==> src/rtl/alu_seq_pkg.sv <==
// alu_seq_pkg: shared definitions for the sequential ALU.
//  - op_e    : operation codes. The low three bits of the legacy codes are kept so the existing
//              ALU-control decode carries over unchanged; bit 3 marks the iterative ops.
//  - state_e : control FSM states.
package alu_seq_pkg;

  typedef enum logic [3:0] {
    OpAnd  = 4'h0,
    OpOr   = 4'h1,
    OpAdd  = 4'h2,
    OpSllv = 4'h3,
    OpSrlv = 4'h4,
    OpSub  = 4'h6,
    OpSlt  = 4'h7,
    OpMulu = 4'h8,
    OpDivu = 4'h9
  } op_e;

  typedef enum logic [1:0] {
    StIdle,
    StOne,
    StIter,
    StFin
  } state_e;

endpackage

==> src/rtl/alu_seq_iter.sv <==
// alu_seq_iter: shared iterative engine for unsigned multiply (shift-add) and unsigned divide
// (restoring). One bit is processed per step through a single W+2-bit add/subtract.
// Ports:
//  clk, reset    clock, async active-high reset
//  load_i        capture a_i/b_i/mul_i and clear the step count
//  step_i        perform one iteration
//  mul_i         1 = multiply, 0 = divide (sampled on load)
//  a_i, b_i      multiplier/dividend and multiplicand/divisor
//  last_o        the step being taken now is the W-th one
//  lo_o, hi_o    low/high halves of the accumulator (product, or quotient/remainder)
module alu_seq_iter
  import alu_seq_pkg::*;
#(
  parameter int unsigned W = 32,
  localparam int unsigned SHW = $clog2(W)
) (
  input  logic         clk,
  input  logic         reset,
  input  logic         load_i,
  input  logic         step_i,
  input  logic         mul_i,
  input  logic [W-1:0] a_i,
  input  logic [W-1:0] b_i,
  output logic         last_o,
  output logic [W-1:0] lo_o,
  output logic [W-1:0] hi_o
);

  logic [2*W-1:0] acc_q, acc_d;
  logic [W-1:0]   b_q, b_d;
  logic           mul_q, mul_d;
  logic [SHW:0]   cnt_q, cnt_d;

  logic [W-1:0]   acc_hi;
  logic [W:0]     x, addend;
  logic [W+1:0]   sum;
  logic           no_borrow;

  always_comb begin
    acc_hi = acc_q[2*W-1:W];
    // Multiply: upper half plus (optionally) the multiplicand.
    // Divide: partial remainder shifted left one bit, minus the divisor.
    x      = mul_q ? {1'b0, acc_hi} : {acc_hi, acc_q[W-1]};
    addend = mul_q ? {1'b0, (acc_q[0] ? b_q : {W{1'b0}})} : ~{1'b0, b_q};
    sum    = {1'b0, x} + {1'b0, addend} + {{(W+1){1'b0}}, ~mul_q};
    // For subtraction the top carry is set exactly when the remainder is >= divisor.
    no_borrow = sum[W+1];

    acc_d = acc_q;
    b_d   = b_q;
    mul_d = mul_q;
    cnt_d = cnt_q;
    if (load_i) begin
      acc_d = {{W{1'b0}}, a_i};
      b_d   = b_i;
      mul_d = mul_i;
      cnt_d = '0;
    end else if (step_i) begin
      cnt_d = cnt_q + (SHW + 1)'(1);
      if (mul_q) begin
        acc_d = {sum[W:0], acc_q[W-1:1]};
      end else begin
        acc_d = {(no_borrow ? sum[W-1:0] : x[W-1:0]), acc_q[W-2:0], no_borrow};
      end
    end
  end

  always_ff @(posedge clk or posedge reset) begin
    if (reset) begin
      acc_q <= '0;
      b_q   <= '0;
      mul_q <= 1'b0;
      cnt_q <= '0;
    end else begin
      acc_q <= acc_d;
      b_q   <= b_d;
      mul_q <= mul_d;
      cnt_q <= cnt_d;
    end
  end

  assign last_o = (cnt_q == (SHW + 1)'(W - 1));
  assign lo_o   = acc_q[W-1:0];
  assign hi_o   = acc_q[2*W-1:W];

endmodule

==> src/rtl/alu_seq.sv <==
// alu_seq: handshaked sequential ALU for the EX stage.
// Single-cycle ops (add/sub/slt/and/or/sllv/srlv) complete one cycle after acceptance;
// MULU and DIVU iterate one bit per cycle in alu_seq_iter and complete W+1 cycles after.
// Ports:
//  clk, reset    clock, async active-high reset
//  start         request; op/a/b sampled when start=1 and busy=0
//  op, a, b      operation code and operands (shift amount in a[SHW-1:0])
//  busy          high while an accepted operation is in flight (not in the done cycle)
//  done          one-cycle completion pulse
//  result, hi    sum/low product/quotient and high product/remainder (0 for other ops)
//  zout, nout    result == 0, result sign bit
//  dz            DIVU with b == 0
module alu_seq
  import alu_seq_pkg::*;
#(
  parameter int unsigned W = 32,
  localparam int unsigned SHW = $clog2(W)
) (
  input  logic         clk,
  input  logic         reset,
  input  logic         start,
  input  logic [3:0]   op,
  input  logic [W-1:0] a,
  input  logic [W-1:0] b,
  output logic         busy,
  output logic         done,
  output logic [W-1:0] result,
  output logic [W-1:0] hi,
  output logic         zout,
  output logic         nout,
  output logic         dz
);

  state_e       state_q, state_d;
  logic [3:0]   op_q, op_d;
  logic [W-1:0] a_q, a_d, b_q, b_d;
  logic [W-1:0] result_q, result_d, hi_q, hi_d;
  logic         busy_q, busy_d, done_q, done_d, dz_q, dz_d;

  logic         accept, iter_last;
  logic [W-1:0] iter_lo, iter_hi;
  logic [W-1:0] one_res, one_hi, diff;
  logic         one_dz;

  // Only IDLE accepts; busy mirrors every other state, so this matches start && !busy.
  assign accept = start && (state_q == StIdle);

  alu_seq_iter #(
    .W(W)
  ) u_iter (
    .clk    (clk),
    .reset  (reset),
    .load_i (accept),
    .step_i (state_q == StIter),
    .mul_i  (op == OpMulu),
    .a_i    (a),
    .b_i    (b),
    .last_o (iter_last),
    .lo_o   (iter_lo),
    .hi_o   (iter_hi)
  );

  // Single-cycle datapath, fed from the operands captured at acceptance.
  always_comb begin
    one_res = '0;
    one_hi  = '0;
    one_dz  = 1'b0;
    diff    = a_q - b_q;
    case (op_q)
      OpAdd:  one_res = a_q + b_q;
      OpSub:  one_res = a_q + ~b_q + W'(1);
      OpSlt:  one_res = {{(W-1){1'b0}}, diff[W-1]};
      OpAnd:  one_res = a_q & b_q;
      OpOr:   one_res = a_q | b_q;
      OpSllv: one_res = b_q << a_q[SHW-1:0];
      OpSrlv: one_res = b_q >> a_q[SHW-1:0];
      // Only divide-by-zero reaches the single-cycle path.
      OpDivu: begin
        one_res = '1;
        one_hi  = a_q;
        one_dz  = 1'b1;
      end
      default: ;
    endcase
  end

  always_comb begin
    state_d  = state_q;
    op_d     = op_q;
    a_d      = a_q;
    b_d      = b_q;
    result_d = result_q;
    hi_d     = hi_q;
    dz_d     = dz_q;
    done_d   = 1'b0;
    unique case (state_q)
      StIdle: begin
        if (accept) begin
          op_d    = op;
          a_d     = a;
          b_d     = b;
          dz_d    = 1'b0;
          state_d = ((op == OpMulu) || ((op == OpDivu) && (b != '0))) ? StIter : StOne;
        end
      end
      StOne: begin
        result_d = one_res;
        hi_d     = one_hi;
        dz_d     = one_dz;
        done_d   = 1'b1;
        state_d  = StIdle;
      end
      StIter: begin
        if (iter_last) state_d = StFin;
      end
      StFin: begin
        result_d = iter_lo;
        hi_d     = iter_hi;
        done_d   = 1'b1;
        state_d  = StIdle;
      end
      default: state_d = StIdle;
    endcase
    busy_d = (state_d != StIdle);
  end

  always_ff @(posedge clk or posedge reset) begin
    if (reset) begin
      state_q  <= StIdle;
      op_q     <= '0;
      a_q      <= '0;
      b_q      <= '0;
      result_q <= '0;
      hi_q     <= '0;
      busy_q   <= 1'b0;
      done_q   <= 1'b0;
      dz_q     <= 1'b0;
    end else begin
      state_q  <= state_d;
      op_q     <= op_d;
      a_q      <= a_d;
      b_q      <= b_d;
      result_q <= result_d;
      hi_q     <= hi_d;
      busy_q   <= busy_d;
      done_q   <= done_d;
      dz_q     <= dz_d;
    end
  end

  assign busy   = busy_q;
  assign done   = done_q;
  assign result = result_q;
  assign hi     = hi_q;
  assign dz     = dz_q;
  assign zout   = (result_q == '0);
  assign nout   = result_q[W-1];

endmodule

==> config.mk <==
export PLATFORM = sky130hd
export DESIGN_NAME = alu_seq
export DESIGN_NICKNAME = d
export VERILOG_FILES = /design/src/rtl/alu_seq_pkg.sv /design/src/rtl/alu_seq_iter.sv /design/src/rtl/alu_seq.sv
export SDC_FILE = /design/constraint.sdc
export NUM_CORES = 1
export LEC_CHECK = 0
export BUFFER_PORTS_ARGS = -buffer_cell sky130_fd_sc_hd__buf_4
export CAP_MARGIN = 10
export CORE_AREA = 2 2 212 214
export CTS_CLUSTER_DIAMETER = 200
export DETAILED_ROUTE_END_ITERATION = 12
export DIE_AREA = 0 0 214 216
export PLACE_DENSITY = 0.67
export SLEW_MARGIN = 30
export SYNTH_ARGS = -nofsm -noshare
export SYNTH_HDL_FRONTEND = slang
export SYNTH_HIERARCHICAL = 1
export SYNTH_SLANG_ARGS = --single-unit
==> constraint.sdc <==
create_clock -name clk -period 5.1 [get_ports clk]
set_input_delay 0.51 -clock clk [delete_from_list [all_inputs] [get_ports clk]]
set_output_delay 0.51 -clock clk [all_outputs]
set_load 0.02 [all_outputs]
# Word level (Yosys, flattened, before mapping)
# Index checks and enable logic that the tools add are counted.
[op_classes] n_div=0 shifts=2 mux=21 eq_ne=14 order_cmp=0 bitwise_logic=5 add_sub_neg=7 reduce_logical=14 n_mul=0
[op_table] operator="case mux 32 bit (8 select lines)" count=1
[op_table] operator="two-way mux 64 bit" count=3
[op_table] operator="case mux 32 bit (2 select lines)" count=2
[op_table] operator="two-way mux 32 bit" count=3
[op_table] operator="two-way mux 33 bit" count=2
[op_table] operator="adder 32 bit" count=2
[op_table] operator="adder 33 x 33 -> 34 bit" count=1
[op_table] operator="adder 34 x 1 -> 34 bit" count=1
[op_table] operator="inverter 32 -> 33 bit" count=1
[op_table] operator="adder 32 x 1 -> 32 bit, second input constant" count=1
[op_table] operator="bitwise AND 32 bit" count=1
[op_table] operator="zero test 32 bit" count=1
[op_table] operator="inverter 32 bit" count=1
[op_table] operator="bitwise OR 32 bit" count=1
[op_table] operator="nonzero test 32 bit" count=1
[op_table] operator="<< shifter 32 x 5 -> 32 bit" count=1
[op_table] operator=">> shifter 32 x 5 -> 32 bit" count=1
[op_table] operator="subtractor 32 bit" count=1
[op_table] operator="equality test 4 x 3 -> 1 bit, second input constant" count=3
[op_table] operator="equality test 4 bit, second input constant" count=3
[op_table] operator="two-way mux 6 bit" count=2
[op_table] operator="equality test 4 x 2 -> 1 bit, second input constant" count=2
[op_table] operator="nonzero test 2 bit" count=4
[op_table] operator="adder 6 x 1 -> 6 bit, second input constant" count=1
[op_table] operator="16 further kinds" count=23
[word_totals] mem_bits_rw=0 romBits=0 in_bits=71 reg_bits=240 latchBits=0 n_memories=0

# Depth between registers and ports, before layout
[depth] depth_word=8 mapped_depth=19 depth_no_buf=14

# Cells and area by module
# Netlist, hierarchy kept.
[modules_own_cells] module="alu_seq" n_inst=1 seq_area_each_um2=3428.3 area_each_um2=14143.6 cells_each=1792
[modules_own_cells] module="alu_seq_iter" n_inst=1 seq_area_each_um2=2577.5 area_each_um2=7521.0 cells_each=853

# Worst setup path before layout
# OpenSTA, ideal clock, no wires.
[synth_timing] kind="register to register" startpoint="register u_iter.mul_q" endpoint="register u_iter.acc_q[59]" slack_ns=1.244 n_path_buf=3 arrival_ns=3.735 setup_ns=0.121 stages_incl_launch_ff=16 required_ns=4.979 path_cell_list="dfrtp_1 > clkbuf_1 > clkbuf_1 > clkbuf_1 > mux2i_1 > fa_1 > fa_1 > nor2b_1 > o211ai_2 > a21boi_1 > a211o_1 > a31oi_2 > o31ai_1 > xnor2_1 > a221oi_2 > a22o_1"
[synth_between] elab_chain_cells=7
[synth_rtl] element="from (decl)" line_no="alu_seq_iter.sv:31" source="logic mul_q, mul_d;"
[synth_rtl] element="from (signal assigned)" line_no="alu_seq_iter.sv:77" source="mul_q <= mul_d;"
[synth_rtl] element="two-way mux 33 bit, on equally long branches" line_no="alu_seq_iter.sv:43, alu_seq_iter.sv:44"
[synth_rtl] element="adder 33 x 33 -> 34 bit" line_no="alu_seq_iter.sv:45" source="sum = {1'b0, x} + {1'b0, addend} + {{(W+1){1'b0}}, ~mul_q};"
[synth_rtl] element="adder 34 x 1 -> 34 bit" line_no="alu_seq_iter.sv:45"
[synth_rtl] element="two-way mux 32 bit" line_no="alu_seq_iter.sv:63" source="acc_d = {(no_borrow ? sum[W-1:0] : x[W-1:0]), acc_q[W-2:0], no_borrow};"
[synth_rtl] element="two-way mux 64 bit (*)" line_no="alu_seq_iter.sv:60" source="if (mul_q) begin"
[synth_rtl] element="two-way mux 64 bit (*)" line_no="alu_seq_iter.sv:58" source="end else if (step_i) begin"
[synth_rtl] element="two-way mux 64 bit (*)" line_no="alu_seq_iter.sv:53" source="if (load_i) begin"
[synth_rtl] element="to (signal assigned)" line_no="alu_seq_iter.sv:70" source="acc_q <= '0;"
[synth_rtl] element="to (signal assigned)" line_no="alu_seq_iter.sv:75" source="acc_q <= acc_d;"
[synth_rtl] element="to (decl)" line_no="alu_seq_iter.sv:29" source="logic [2*W-1:0] acc_q, acc_d;"
# Mark *: on every way between the ends. The rest lies on a longest branch, timed or not. The select of a mux whose other input is x is not followed.
# A chain may end at the register's enable or synchronous reset.

# Worst setup path after layout
# Same ends and word-level chain as after synthesis.

==> results.yml <==
outcome:
  status: "completed"
worst_setup_path:
  endpoint_kind: "flip-flop"
  critPathRequiredTime_ns: 5.58
  reg2reg_from: "u_iter/mul_q"
  cp-start-kind: "flip-flop"
  cp.arrival_ns: 4.66
  r2r_setup_slack_ns: 0.92
  worstReg2RegEnd: "u_iter/acc_q[59]"
  crit_type: "flip-flop to flip-flop"
  path_max_fanout: 14
  r2r_cells: 14
synthesis:
  synth_fp_nets: 2858
  async_flop_share: 1.00
  ys_seq_area_frac: 0.277
  avgSynthCellArea_um2: 8.19
  synthTopCellsByCount: "nand2_1 (304), o21ai_0 (277), dfrtp_1 (240)"
  synth-edff-count: 0
  yosysMostFrequentCell: "nand2_1"
  synth_cell_types: 101
  netlist_instances: 2645
  ys_top_cells_by_area: "dfrtp_1 (28%), ha_1 (8.0%), o21ai_0 (6.4%)"
  yosysWarnings: 6
  yosysTopAreaCellShare: 0.277
  synth_area_um2: 21700
  ys.flop_type: "dfrtp_1"
  yosys.area.top_type: "dfrtp_1"
  synth-seq-cells: 240
run:
  max_cap_violations: 0
floorplanning:
  die_x_um: 214
  num_io_pins: 140
  die_area_um2: 46200
  start_util: 0.494
  coreArea_um2: 43800
  fp-row-count: 77
  die_y_um: 216
detailed_routing:
  drt-pass1-iter-count: 8
  routed_wl_um: 97600
  drc: 0
  vias_per_cell: 6.86
  drtAntennaViolNets: 0
  wl_per_cell_um: 29.6
  vias: 22600
  first_iter_violations: 3209
global_routing:
  grt_pass1_vias: 20400
  antenna_found_initial: 8
  grt_max_degree: 148
  grt_pass1_wl_um: 141000
  grt_use_total: 0.408
  grt_overflow: 0
timing:
  fmax_mhz: 239
  rsz0062_at_grt: "false"
  slew_headroom: 0.274
  finalSetupViolations: 0
  worst_pin_slew_ns: 1.08
  hold_ws_ns: 0.0435
  finalCritPeriodShare: 0.820
  drv_slew: 0
  fin_skew_ns: 0.0140
  finalHoldViolations: 0
  fin_crit_ns: 4.18
  finalSetupTns_ns: 0
cts:
  clkTransAtPathRegs_ns: 0.06
  post_cts_buffers: 0
  postCtsHoldBufs: 0
  insertion_delay_ns: 0.60
  tritoncts: "done"
  htree_levels: 1
  clkSinkCount: 240
  cts_root_buf: "clkbuf_16"
  cts-buffers-inserted: 28
  cts_resized: 0
  clockBufferDepth: 3
placement:
  io_buffers: 139
  place_inst: 3244
  dpl_cell_area_um2: 23000
  gp_congestion: 1.09
  detailedPlacementHpwl_um: 75200
pwr:
  p_total_mw: 13.2
  power_density_nw_per_um2: 550
  ir_drop_mv: 0.404
  p_leak_nw: 10.4
final_layout:
  drive_above_1_share: 0.165
  finalNonFillerCells: 3296
  nNetsFinal: 2895
  flow.area_growth_from_synthesis_pct: 11.1
  final_cell_area_um2: 24100
worst_hold_path:
  hp-class: "input pin to asynchronous set/reset pin"
per-layer routing:
metal  up-vias  track usage  share of wire
met5         -            0        0.00013
met4         2        0.172          0.047
met3       213       0.0784           0.11
met2      1523        0.614           0.43
met1     11100        0.572           0.42
li1       9797            -              -
cells by family (layout without fill, tap and decap cells):
| group | Yosys count | after routing | share of synthesized area |
|---|---|---|---|
| adders and majority gates | 142 | 142 | 0.0834 |
| xor gates and xnor gates | 41 | 41 | 0.0166 |
| buffers and inverters | 313 | 369 | 0.0656 |
| muxes | 194 | 194 | 0.111 |
| other | 0 | 3 | 0 |
| and+or+nand+nor | 774 | 774 | 0.161 |
| DFF | 240 | 240 | 0.277 |
| AOI/OAI and AO/OA | 941 | 941 | 0.286 |
power by group:
| group | leakage [nW] | internal, mW | switching (mW) | total, mW |
|---|---|---|---|---|
| registers | 3.01 | 2.40 | 0.787 | 3.18 |
| clock network | 0.496 | 1.34 | 0.898 | 2.24 |
| logic | 6.85 | 2.68 | 5.12 | 7.80 |
registers in the layout, indices dropped and copies added, names as in the netlist:
signal,cells
a_q,32
b_q,32
busy,1
done,1
dz,1
hi,32
op_q,4
result,32
state_q,2
u_iter/acc_q,64
u_iter/b_q,32
u_iter/cnt_q,6
u_iter/mul_q,1
stage by stage:
stage | util | setup slack (ns)
floorplan | - | 0.922
global placement | 0.525 | 1.07
detailed placement | 0.525 | 1.03
CTS | 0.548 | 1.02
global route | 0.549 | 0.717
finish | 0.549 | 0.918
placed cells by master (no fill, tap or decap), types with 35 or more instances in the layout:
cell      instances
a22oi_1          35
a221oi_1         58
mux2i_1          89
nand2_1         304
inv_1           107
ha_1            138
nor2_1          232
buf_4           201
nor3_1           37
o21ai_0         276
mux2_2           76
dfrtp_1         234
a21oi_1         220
critical path, stage by stage (launching register included):
cell	delay, ns
dfrtp_4	0.52
and2_1	0.39
a21o_1	0.20
inv_1	0.06
fa_1	0.44
fa_1	0.47
nor2b_1	0.19
o211ai_2	0.12
a21boi_1	0.28
a211o_1	0.30
a31oi_2	0.18
o31ai_1	0.40
xnor2_1	0.21
a221oi_2	0.08
a22o_1	0.21
final cells by class:
class / instances / area, µm²
Fill cell: 4094 / 19800
Multi-Input combinational cell: 2092 / 14300
Sequential cell: 240 / 6020
Timing Repair Buffer: 203 / 1550
Clock buffer: 36 / 791
Tap cell: 592 / 741
Inverter: 117 / 452
Clock inverter: 13 / 221
Antenna cell: 3 / 7.51
how the worst max path moves through the flow:
stage | from | endpoint | slack, ns | cells after the start
CTS | u_iter/mul_q | u_iter/acc_q[59] | 1.02 | 14
global placement | u_iter/mul_q | u_iter/acc_q[60] | 1.07 | 14
floorplan | reset | a_q[0] | 0.92 | 1
global route | u_iter/mul_q | u_iter/acc_q[59] | 0.72 | 15
finish | u_iter/mul_q | u_iter/acc_q[59] | 0.92 | 14
detailed placement | u_iter/mul_q | u_iter/acc_q[60] | 1.03 | 14
(Power assumes the default switching activity.)
